--- config.mk ---
export PLATFORM = sky130hd
export DESIGN_NAME = run_ctrl
export DESIGN_NICKNAME = d
export VERILOG_FILES = /design/src/rtl/run_ctrl_pkg.sv /design/src/rtl/run_ctrl_cnt.sv /design/src/rtl/run_ctrl.sv
export SDC_FILE = /design/constraint.sdc
export NUM_CORES = 1
export LEC_CHECK = 0
export CORE_ASPECT_RATIO = 1.2
export CORE_MARGIN = 1
export CORE_UTILIZATION = 45
export CTS_BUF_LIST = sky130_fd_sc_hd__clkbuf_4
export DETAILED_ROUTE_END_ITERATION = 10
export PLACE_DENSITY = 0.66
export SYNTH_ARGS = -nofsm -noshare
export SYNTH_HDL_FRONTEND = slang
export SYNTH_HIERARCHICAL = 1
export SYNTH_SLANG_ARGS = --single-unit
export TNS_END_PERCENT = 20
--- constraint.sdc ---
create_clock -name ck -period 3.65 [get_ports ck]
set_input_delay 0.365 -clock ck [delete_from_list [all_inputs] [get_ports ck]]
set_output_delay 0.365 -clock ck [all_outputs]
set_load 0.1 [all_outputs]
--- src/rtl/run_ctrl_pkg.sv ---
// Shared types for the run controller: FSM state and run verdict encodings,
// plus the sizing helper for the shared phase counter.
package run_ctrl_pkg;

    typedef enum logic [2:0] {
        S_IDLE  = 3'd0,
        S_RESET = 3'd1,
        S_RUN   = 3'd2,
        S_DRAIN = 3'd3,
        S_DONE  = 3'd4
    } state_e;

    typedef enum logic [1:0] {
        STAT_NONE    = 2'd0,
        STAT_PASS    = 2'd1,
        STAT_FAIL    = 2'd2,
        STAT_TIMEOUT = 2'd3
    } status_e;

    // Width needed to hold the larger of the two phase lengths (never below 1).
    function automatic int unsigned phase_cnt_w(input int unsigned rst_cycles,
                                                input int unsigned drain_cycles);
        int unsigned m;
        m = (rst_cycles > drain_cycles) ? rst_cycles : drain_cycles;
        return ($clog2(m + 1) < 1) ? 1 : $clog2(m + 1);
    endfunction

endpackage

--- src/rtl/run_ctrl_cnt.sv ---
// Loadable down-counter with zero and last-cycle flags; sequences the
// fixed-length RESET and DRAIN phases of the run controller.
module run_ctrl_cnt #(
    parameter int unsigned W = 4
) (
    input  logic         ck,
    input  logic         rst_n,
    input  logic         i_load,
    input  logic [W-1:0] i_load_val,
    input  logic         i_dec,
    output logic         o_zero,
    output logic         o_last
);

    logic [W-1:0] r_count;

    // NOTE: sequential state uses non-blocking assignments so every flop samples
    // pre-edge values, independent of process evaluation order.
    always_ff @(posedge ck or negedge rst_n) begin
        if (!rst_n) begin
            r_count <= '0;
        end else if (i_load) begin
            r_count <= i_load_val;
        end else if (i_dec && (r_count != '0)) begin
            r_count <= r_count - W'(1);
        end
    end

    assign o_zero = (r_count == '0);
    assign o_last = (r_count == W'(1));

endmodule

--- src/rtl/run_ctrl.sv ---
// Test-run sequencer: holds the DUT in reset, runs it until done/abort/timeout,
// drains, then reports a latched verdict with a one-cycle finished pulse.
module run_ctrl
    import run_ctrl_pkg::*;
#(
    parameter int unsigned RST_CYCLES     = 8,
    parameter int unsigned TIMEOUT_CYCLES = 10000,
    parameter int unsigned DRAIN_CYCLES   = 4,
    parameter int unsigned CYC_W          = 32
) (
    input  logic             ck,
    input  logic             rst_n,
    input  logic             start,
    input  logic             abort,
    input  logic             dut_done,
    input  logic             dut_pass,
    output logic             dut_rst,
    output logic             running,
    output logic             finished,
    output logic [1:0]       status,
    output logic [CYC_W-1:0] cycle_count
);

    localparam int unsigned      CNT_W        = phase_cnt_w(RST_CYCLES, DRAIN_CYCLES);
    localparam logic [CNT_W-1:0] RST_LOAD     = CNT_W'(RST_CYCLES);
    localparam logic [CNT_W-1:0] DRAIN_LOAD   = CNT_W'(DRAIN_CYCLES);
    localparam logic [CYC_W-1:0] TIMEOUT_LAST = (TIMEOUT_CYCLES == 0) ? '0
                                                : CYC_W'(TIMEOUT_CYCLES - 1);

    logic [1:0]       r_rst_sync;
    logic             w_rst_n_int;

    state_e           r_state;
    state_e           w_state_next;
    status_e          r_status;
    status_e          w_status_next;
    logic [CYC_W-1:0] r_cycle_count;
    logic [CYC_W-1:0] w_count_next;
    logic [CYC_W-1:0] w_count_inc;
    logic             r_dut_rst;
    logic             r_running;
    logic             r_finished;

    logic             w_cnt_load;
    logic [CNT_W-1:0] w_cnt_load_val;
    logic             w_cnt_dec;
    logic             w_cnt_zero;
    logic             w_cnt_last;
    logic             w_phase_end;
    logic             w_timeout;
    logic             w_run_exit;

    // NOTE: reset asserts asynchronously but releases only after two ck edges,
    // so no flop sees rst_n deassert close to a clock edge.
    always_ff @(posedge ck or negedge rst_n) begin
        if (!rst_n) begin
            r_rst_sync <= 2'b00;
        end else begin
            r_rst_sync <= {r_rst_sync[0], 1'b1};
        end
    end

    assign w_rst_n_int = r_rst_sync[1];

    run_ctrl_cnt #(
        .W (CNT_W)
    ) u_phase_cnt (
        .ck         (ck),
        .rst_n      (w_rst_n_int),
        .i_load     (w_cnt_load),
        .i_load_val (w_cnt_load_val),
        .i_dec      (w_cnt_dec),
        .o_zero     (w_cnt_zero),
        .o_last     (w_cnt_last)
    );

    // A zero count also ends a phase, so a mis-sized load can never stall the FSM.
    assign w_phase_end = w_cnt_last | w_cnt_zero;
    assign w_timeout   = (TIMEOUT_CYCLES != 0) && (r_cycle_count == TIMEOUT_LAST);
    assign w_count_inc = (r_cycle_count == '1) ? r_cycle_count
                                               : r_cycle_count + CYC_W'(1);

    // NOTE: every signal driven here gets a default first; a path that leaves
    // one unassigned would infer a latch.
    always_comb begin
        w_state_next   = r_state;
        w_status_next  = r_status;
        w_count_next   = r_cycle_count;
        w_cnt_load     = 1'b0;
        w_cnt_load_val = '0;
        w_cnt_dec      = 1'b0;
        w_run_exit     = 1'b0;

        case (r_state)
            S_IDLE, S_DONE: begin
                if (start) begin
                    w_state_next   = S_RESET;
                    w_cnt_load     = 1'b1;
                    w_cnt_load_val = RST_LOAD;
                    w_status_next  = STAT_NONE;
                    w_count_next   = '0;
                end
            end
            S_RESET: begin
                w_cnt_dec    = 1'b1;
                w_count_next = '0;
                if (w_phase_end) begin
                    w_state_next = S_RUN;
                end
            end
            S_RUN: begin
                w_count_next = w_count_inc;
                if (abort) begin
                    w_status_next = STAT_FAIL;
                    w_run_exit    = 1'b1;
                end else if (dut_done) begin
                    w_status_next = dut_pass ? STAT_PASS : STAT_FAIL;
                    w_run_exit    = 1'b1;
                end else if (w_timeout) begin
                    w_status_next = STAT_TIMEOUT;
                    w_run_exit    = 1'b1;
                end
                if (w_run_exit) begin
                    if (DRAIN_CYCLES != 0) begin
                        w_state_next   = S_DRAIN;
                        w_cnt_load     = 1'b1;
                        w_cnt_load_val = DRAIN_LOAD;
                    end else begin
                        w_state_next = S_DONE;
                    end
                end
            end
            S_DRAIN: begin
                w_cnt_dec = 1'b1;
                if (w_phase_end) begin
                    w_state_next = S_DONE;
                end
            end
            default: begin
                w_state_next = S_IDLE;
            end
        endcase
    end

    // Outputs are decoded from the next state so they change on the same edge
    // as the state itself.
    always_ff @(posedge ck or negedge w_rst_n_int) begin
        if (!w_rst_n_int) begin
            r_state       <= S_IDLE;
            r_status      <= STAT_NONE;
            r_cycle_count <= '0;
            r_dut_rst     <= 1'b1;
            r_running     <= 1'b0;
            r_finished    <= 1'b0;
        end else begin
            r_state       <= w_state_next;
            r_status      <= w_status_next;
            r_cycle_count <= w_count_next;
            r_dut_rst     <= (w_state_next == S_IDLE) || (w_state_next == S_RESET) ||
                             (w_state_next == S_DONE);
            r_running     <= (w_state_next == S_RUN);
            r_finished    <= (w_state_next == S_DONE) && (r_state != S_DONE);
        end
    end

    assign dut_rst     = r_dut_rst;
    assign running     = r_running;
    assign finished    = r_finished;
    assign status      = r_status;
    assign cycle_count = r_cycle_count;

endmodule

* After elaboration in Yosys (flattened, before gate mapping)
Cells that the tools add are included.
Storage, ports and cells: flip-flop bits (word level) 46, input bits 6, output and inout port bits 37, word-level logic and storage cells 67
Cells by class: add/subtract/negate cells 2, equality and inequality tests 14, multiplexer cells 27, bitwise logic cells 1, reduce and logical (&&, ||, !) cells 15
Operators with widths (count):
- one-hot mux 32 bit (3 select lines) | 1
- two-way mux 32 bit | 2
- adder 32 x 1 -> 32 bit, second input constant | 1
- == test 32 x 14 -> 1 bit, second input constant | 1
- == test 32 bit, second input constant | 1
- two-way mux 3 bit | 5
- two-way mux 4 bit | 3
- one-hot mux 3 bit (4 select lines) | 1
- two-way mux 2 bit | 5
- == test 3 x 2 -> 1 bit, second input constant | 3
- one-hot mux 4 bit (2 select lines) | 1
- two-way mux 1 bit | 7
- == test 3 x 1 -> 1 bit, second input constant | 2
- == test 3 bit, second input constant | 2
- zero test 3 bit | 2
- AND reduction 3 bit | 2
- == test 4 x 1 -> 1 bit, second input constant | 1
- zero test 4 bit | 1
- != test 2 bit, second input constant | 2
- != test 4 bit, second input constant | 1
- one-hot mux 2 bit (2 select lines) | 1
- nonzero test 2 bit | 2
- nonzero test 4 bit | 1
- OR reduction 2 bit | 2
- other kinds (7) | 9

* Longest topological paths before layout
depth in word-level cells 10, depth in mapped cells 9, mapped depth without buffers 9

* By module
The synthesis kept the hierarchy.
By module, submodules not included:
- run_ctrl | instances 1, cells each 258, area each 2356.0 sq um, sequential area each 1052.3 sq um
- run_ctrl_cnt | instances 1, cells each 30, area each 266.5 sq um, sequential area each 100.1 sq um

* Worst setup path before layout
OpenSTA, ideal clock, no wires.
path type reg2reg, start point register r_cycle_count[0], in the netlist cycle_count[0], end point register r_cycle_count[12], in the netlist cycle_count[12], library setup time 0.082 ns, data arrival time 3.073 ns, data required time 3.568 ns, slack 0.496 ns, cell stages (with the launch flop) 9, buffers on the path 2, clock period less this slack 3.154 ns, path through dfrtp_1 -> ha_1 -> nand3_1 -> or4_4 -> o41ai_4 -> buf_6 -> buf_8 -> o31ai_1 -> a21oi_1
On the way: longest elaborated chain between the ends 3, elaborated cells between the ends (all ways) 6, classes of those cells add/sub (1); eq/ne (2); mux (2); reduce/logical (1)
Ends and longest elaborated chain:
- start: declaration | RTL line run_ctrl.sv:37 | logic [CYC_W-1:0] r_cycle_count;
- start signal: assignment | RTL line run_ctrl.sv:158 | r_cycle_count <= w_count_next;
- adder 32 x 1 -> 32 bit / == test 32 bit (equally long branches) | RTL line run_ctrl.sv:81, run_ctrl.sv:80
- two-way mux 32 bit / != test 2 bit (equally long branches)
- one-hot mux 32 bit (3 select lines) / AND reduction 3 bit (equally long branches)
Parallel ways exist; a longest one is shown, timed or not. The select of a mux whose other input is x is not followed. A chain may end at the register's enable or synchronous reset.

* Final worst setup path
start point register r_cycle_count[0], in the netlist cycle_count[0], end point register r_cycle_count[11], in the netlist cycle_count[11]
The elaborated chain is that of the path after synthesis.

==> results.tsv <==
stage	metric	value	unit
outcome	status	complete, no violations	
timing	Final min period	2.63	ns
floorplanning	core area	5630	um2
floorplanning	num ports	43	
clock_network	maximum buffer depth of the clock tree	2	
cells_and_area	area taken by flip-flops and latches	1150	um2
clock_network	Root Driver	clkbuf_4	
synthesis	synthesized area per cell	9.11	um2
power_and_ir_drop	P_int	961	uW
setup_path	CP Cell Sequence	ha_1, nand3_1, or4_4, o31ai_2, or3_1, o21ai_0	
setup_path	Reg2Reg Depth	6	
drt	drt first pass iters	4	
timing	worst slew pin tran	0.997	ns
clock_network	CTS clk-pin slew, worst paths	0.13	ns
clock_network	clock sink count	46	
drt	via count	2454	
timing	Final Max Slew Viols	0	
setup_path	CP startpoint kind	register	
synthesis	Synth area leader	dfrtp_1	
setup_path	crit path kind	reg2reg	
setup_path	arrival time at the worst endpoint	2.88	ns
synthesis	Synth async-reset ratio	1.00	
global_route	total grt overflow	0	
synthesis	most common cell in the netlist	dfrtp_1	
global_route	pin count of the biggest net entering global routing	45	
drt	Iter 0 DRT Violations	128	
timing	Final Skew	0.0133	ns
timing	RSZ-0062 raised after global routing	no	
clock_network	Post-CTS Setup Inserts	0	
drt	post-DR wirelength/cell	16.8	um
setup_path	critical path required time	3.90	ns
setup_path	worst setup path start	cycle_count[0]$_DFFE_PN0P_	
power_and_ir_drop	sw frac	0.497	
floorplanning	Die X	71.7	um
floorplanning	starting density of the core	0.466	
cells_and_area	fin util	0.561	
cells_and_area	n_diodes	0	
synthesis	synth top area cells	dfrtp_1 (43%), o31ai_1 (4.6%), a21oi_1 (4.2%)	
min_path	hold crit path type	in2async	
global_route	number of global-route vias before repair	2236	
timing	Max transition margin	0.335	
power_and_ir_drop	overall power	1.91	mW
clock_network	# hold bufs at CTS	0	
floorplanning	full die area	6140	um2
timing	Fmax	380	MHz
drt	DR vias/cell	6.18	
drt	detailed-route DRC error count	0	
placement	RePlAce Congestion	0.816	
setup_path	critical path fanouts, max	10	
cells_and_area	fill cell count	534	
setup_path	CP max-delay cell	o31ai_2	
power_and_ir_drop	Peak VDD IR	0.452	mV
synthesis	Synth cell types	55	
placement	Placed Cells	389	
clock_network	PostCTS Resize Cnt	0	
synthesis	synthesized area	2620	um2
cells_and_area	layout cell share with drive strength beyond 1	0.0871	
synthesis	most frequent cells after synthesis	dfrtp_1 (45), nand2_1 (28), a21oi_1 (22), o21ai_0 (19), o31ai_1 (16)	
placement	DP HPWL	4.59	mm
clock_network	TritonCTS buffer count	5	
synthesis	Synth Register Bits	46	
drt	post-route ant nets	0	
clock_network	H-tree Lvls	2	
timing	Fin Setup TNS	0	ns
power_and_ir_drop	power share of the combinational group	0.527	
cells_and_area	nets@finish	341	
synthesis	sequential fraction of the synthesis area	0.439	
timing	Hold Vio Cnt, Final	0	
cells_and_area	Multi-input gate area	1370	um2
global_route	initial antenna violation count	0	
floorplanning	# rows	30	
cells_and_area	final cell count without fillers	397	
power_and_ir_drop	sequential share of power	0.346	
setup_path	Critical Path Sink Type	register	
power_and_ir_drop	Net Switching	951	uW
clock_network	Worst-Skew Late Latency	0.35	ns
timing	period utilization	0.721	
synthesis	Post-synth EDFFs	0	
power_and_ir_drop	Pwr Density	605	nW/um2
flow_run	number of max-cap violations	0	
synthesis	Synth Warn #	6	
drt	final wirelength	6.65	mm
placement	IO Port Bufs	42	
setup_path	CP peak stage delay	0.73	ns
power_and_ir_drop	Leakage	1.28	nW
power_and_ir_drop	Clock power frac	0.127	
synthesis	Synth Flop Type	dfrtp_1	
synthesis	cell count after synthesis	288	
timing	Setup Viol. Count Final	0	
global_route	global-route wire length before repair	10.8	mm
cells_and_area	Area Growth Syn to Fin	20.4	%
synthesis	top-area cell type share of the netlist area	0.429	
global_route	GRT Resource Usage Total	0.222	
clock_network	TritonCTS clock tree	done	
floorplanning	Die Y	85.6	um
setup_path	FF-to-FF Start	cycle_count[0]$_DFFE_PN0P_	
## flip-flops by register name, indices dropped and copies added, names as in the netlist
signal / cells
cycle_count: 32
dut_rst: 1
finished: 1
r_rst_sync: 2
r_state: 3
running: 1
status: 2
u_phase_cnt/r_count: 4
## stage by stage
step / cell area [um2] / setup WS (ns) / hold WS, ns
CTS: 3160 / 1.02 / 0.143
finish: 3160 / 1.02 / 0.162
global placement: 3100 / 1.09 / 0.342
global route: 3160 / 0.889 / 0.148
floorplan: 2630 / 0.496 / 0.0694
detailed placement: 3100 / 1.05 / 0.348
## power by group through the flow
stage / Sequential (mW) / Combinational, mW / Clock, mW
6_report: 0.661 / 1.01 / 0.242
3_5_place_dp: 0.671 / 1.01 / 0
4_1_cts: 0.661 / 1.01 / 0.251
2_1_floorplan: 0.849 / 0.617 / 0
5_1_grt: 0.674 / 1.08 / 0.267
3_3_place_gp: 0.669 / 0.990 / 0
## path summary, 6_finish.rpt
kind,endpoint,slack [ns]
setup / recovery,cycle_count[11]$_DFFE_PN0P_,1.02
hold reg to reg,r_rst_sync[1]$_DFF_PN0_,0.38
min in group ck,r_rst_sync[1]$_DFF_PN0_,0.38
setup reg to reg,cycle_count[11]$_DFFE_PN0P_,1.02
max in group asynchronous,cycle_count[4]$_DFFE_PN0P_,2.60
hold / removal,r_rst_sync[0]$_DFF_PN0_,0.16
## metal layers
| metal | part of all wire | GRT usage | up-vias |
|---|---|---|---|
| met2 | 0.50 | 0.384 | 39 |
| met5 | 0 | 0 | - |
| li1 | - | - | 1184 |
| met4 | 0.012 | 0.0606 | 0 |
| met3 | 0.025 | 0.0306 | 8 |
| met1 | 0.47 | 0.290 | 1223 |
## cells in the final DEF (no fill, tap or decap), drive strengths merged, types with 2 or more instances in the layout
cell type and count:
o211ai 2, conb 3, clkbuf 6, nand2 28, buf 4, o41ai 2, a31oi 6, nor4 10
nand4 8, and4b 2, ha 3, o21ai 24, and2 3, or4 10, inv 14, nor2b 2
clkdlybuf4s50 42, or4b 2, and4 4, o311ai 3, or3b 3, o31ai 17, o22ai 2, nor3 4
a21oi 22, clkinv 2, or3 9, or2 3, nor3b 3, and3 3, dfrtp 45, nand3 15
nor2 13
## cell type report
class	instances	area share
Clock inverter	2	0.00277
Sequential cell	46	0.365
Timing Repair Buffer	46	0.143
Multi-Input combinational cell	219	0.433
Tap cell	64	0.0254
Clock buffer	6	0.0143
Inverter	14	0.0166
## critical path, delay by kind of cell (launching register included)
kind                     cells  cell delay [ns]
AND/OR/NAND/NOR              3             1.04
adder cells (fa/ha/maj)      1             0.23
flip-flops                   1             0.45
AO/OA/AOI/OAI                2             0.80
## cell families after synthesis
group	share of synthesized area
DFF	0.439
buffers and inverters	0.0425
and+or+nand+nor	0.273
adders and majority gates	0.0143
AOI/OAI and AO/OA	0.221
other	0.00286
xor gates and xnor gates	0.00668
(Power assumes the default switching activity.)
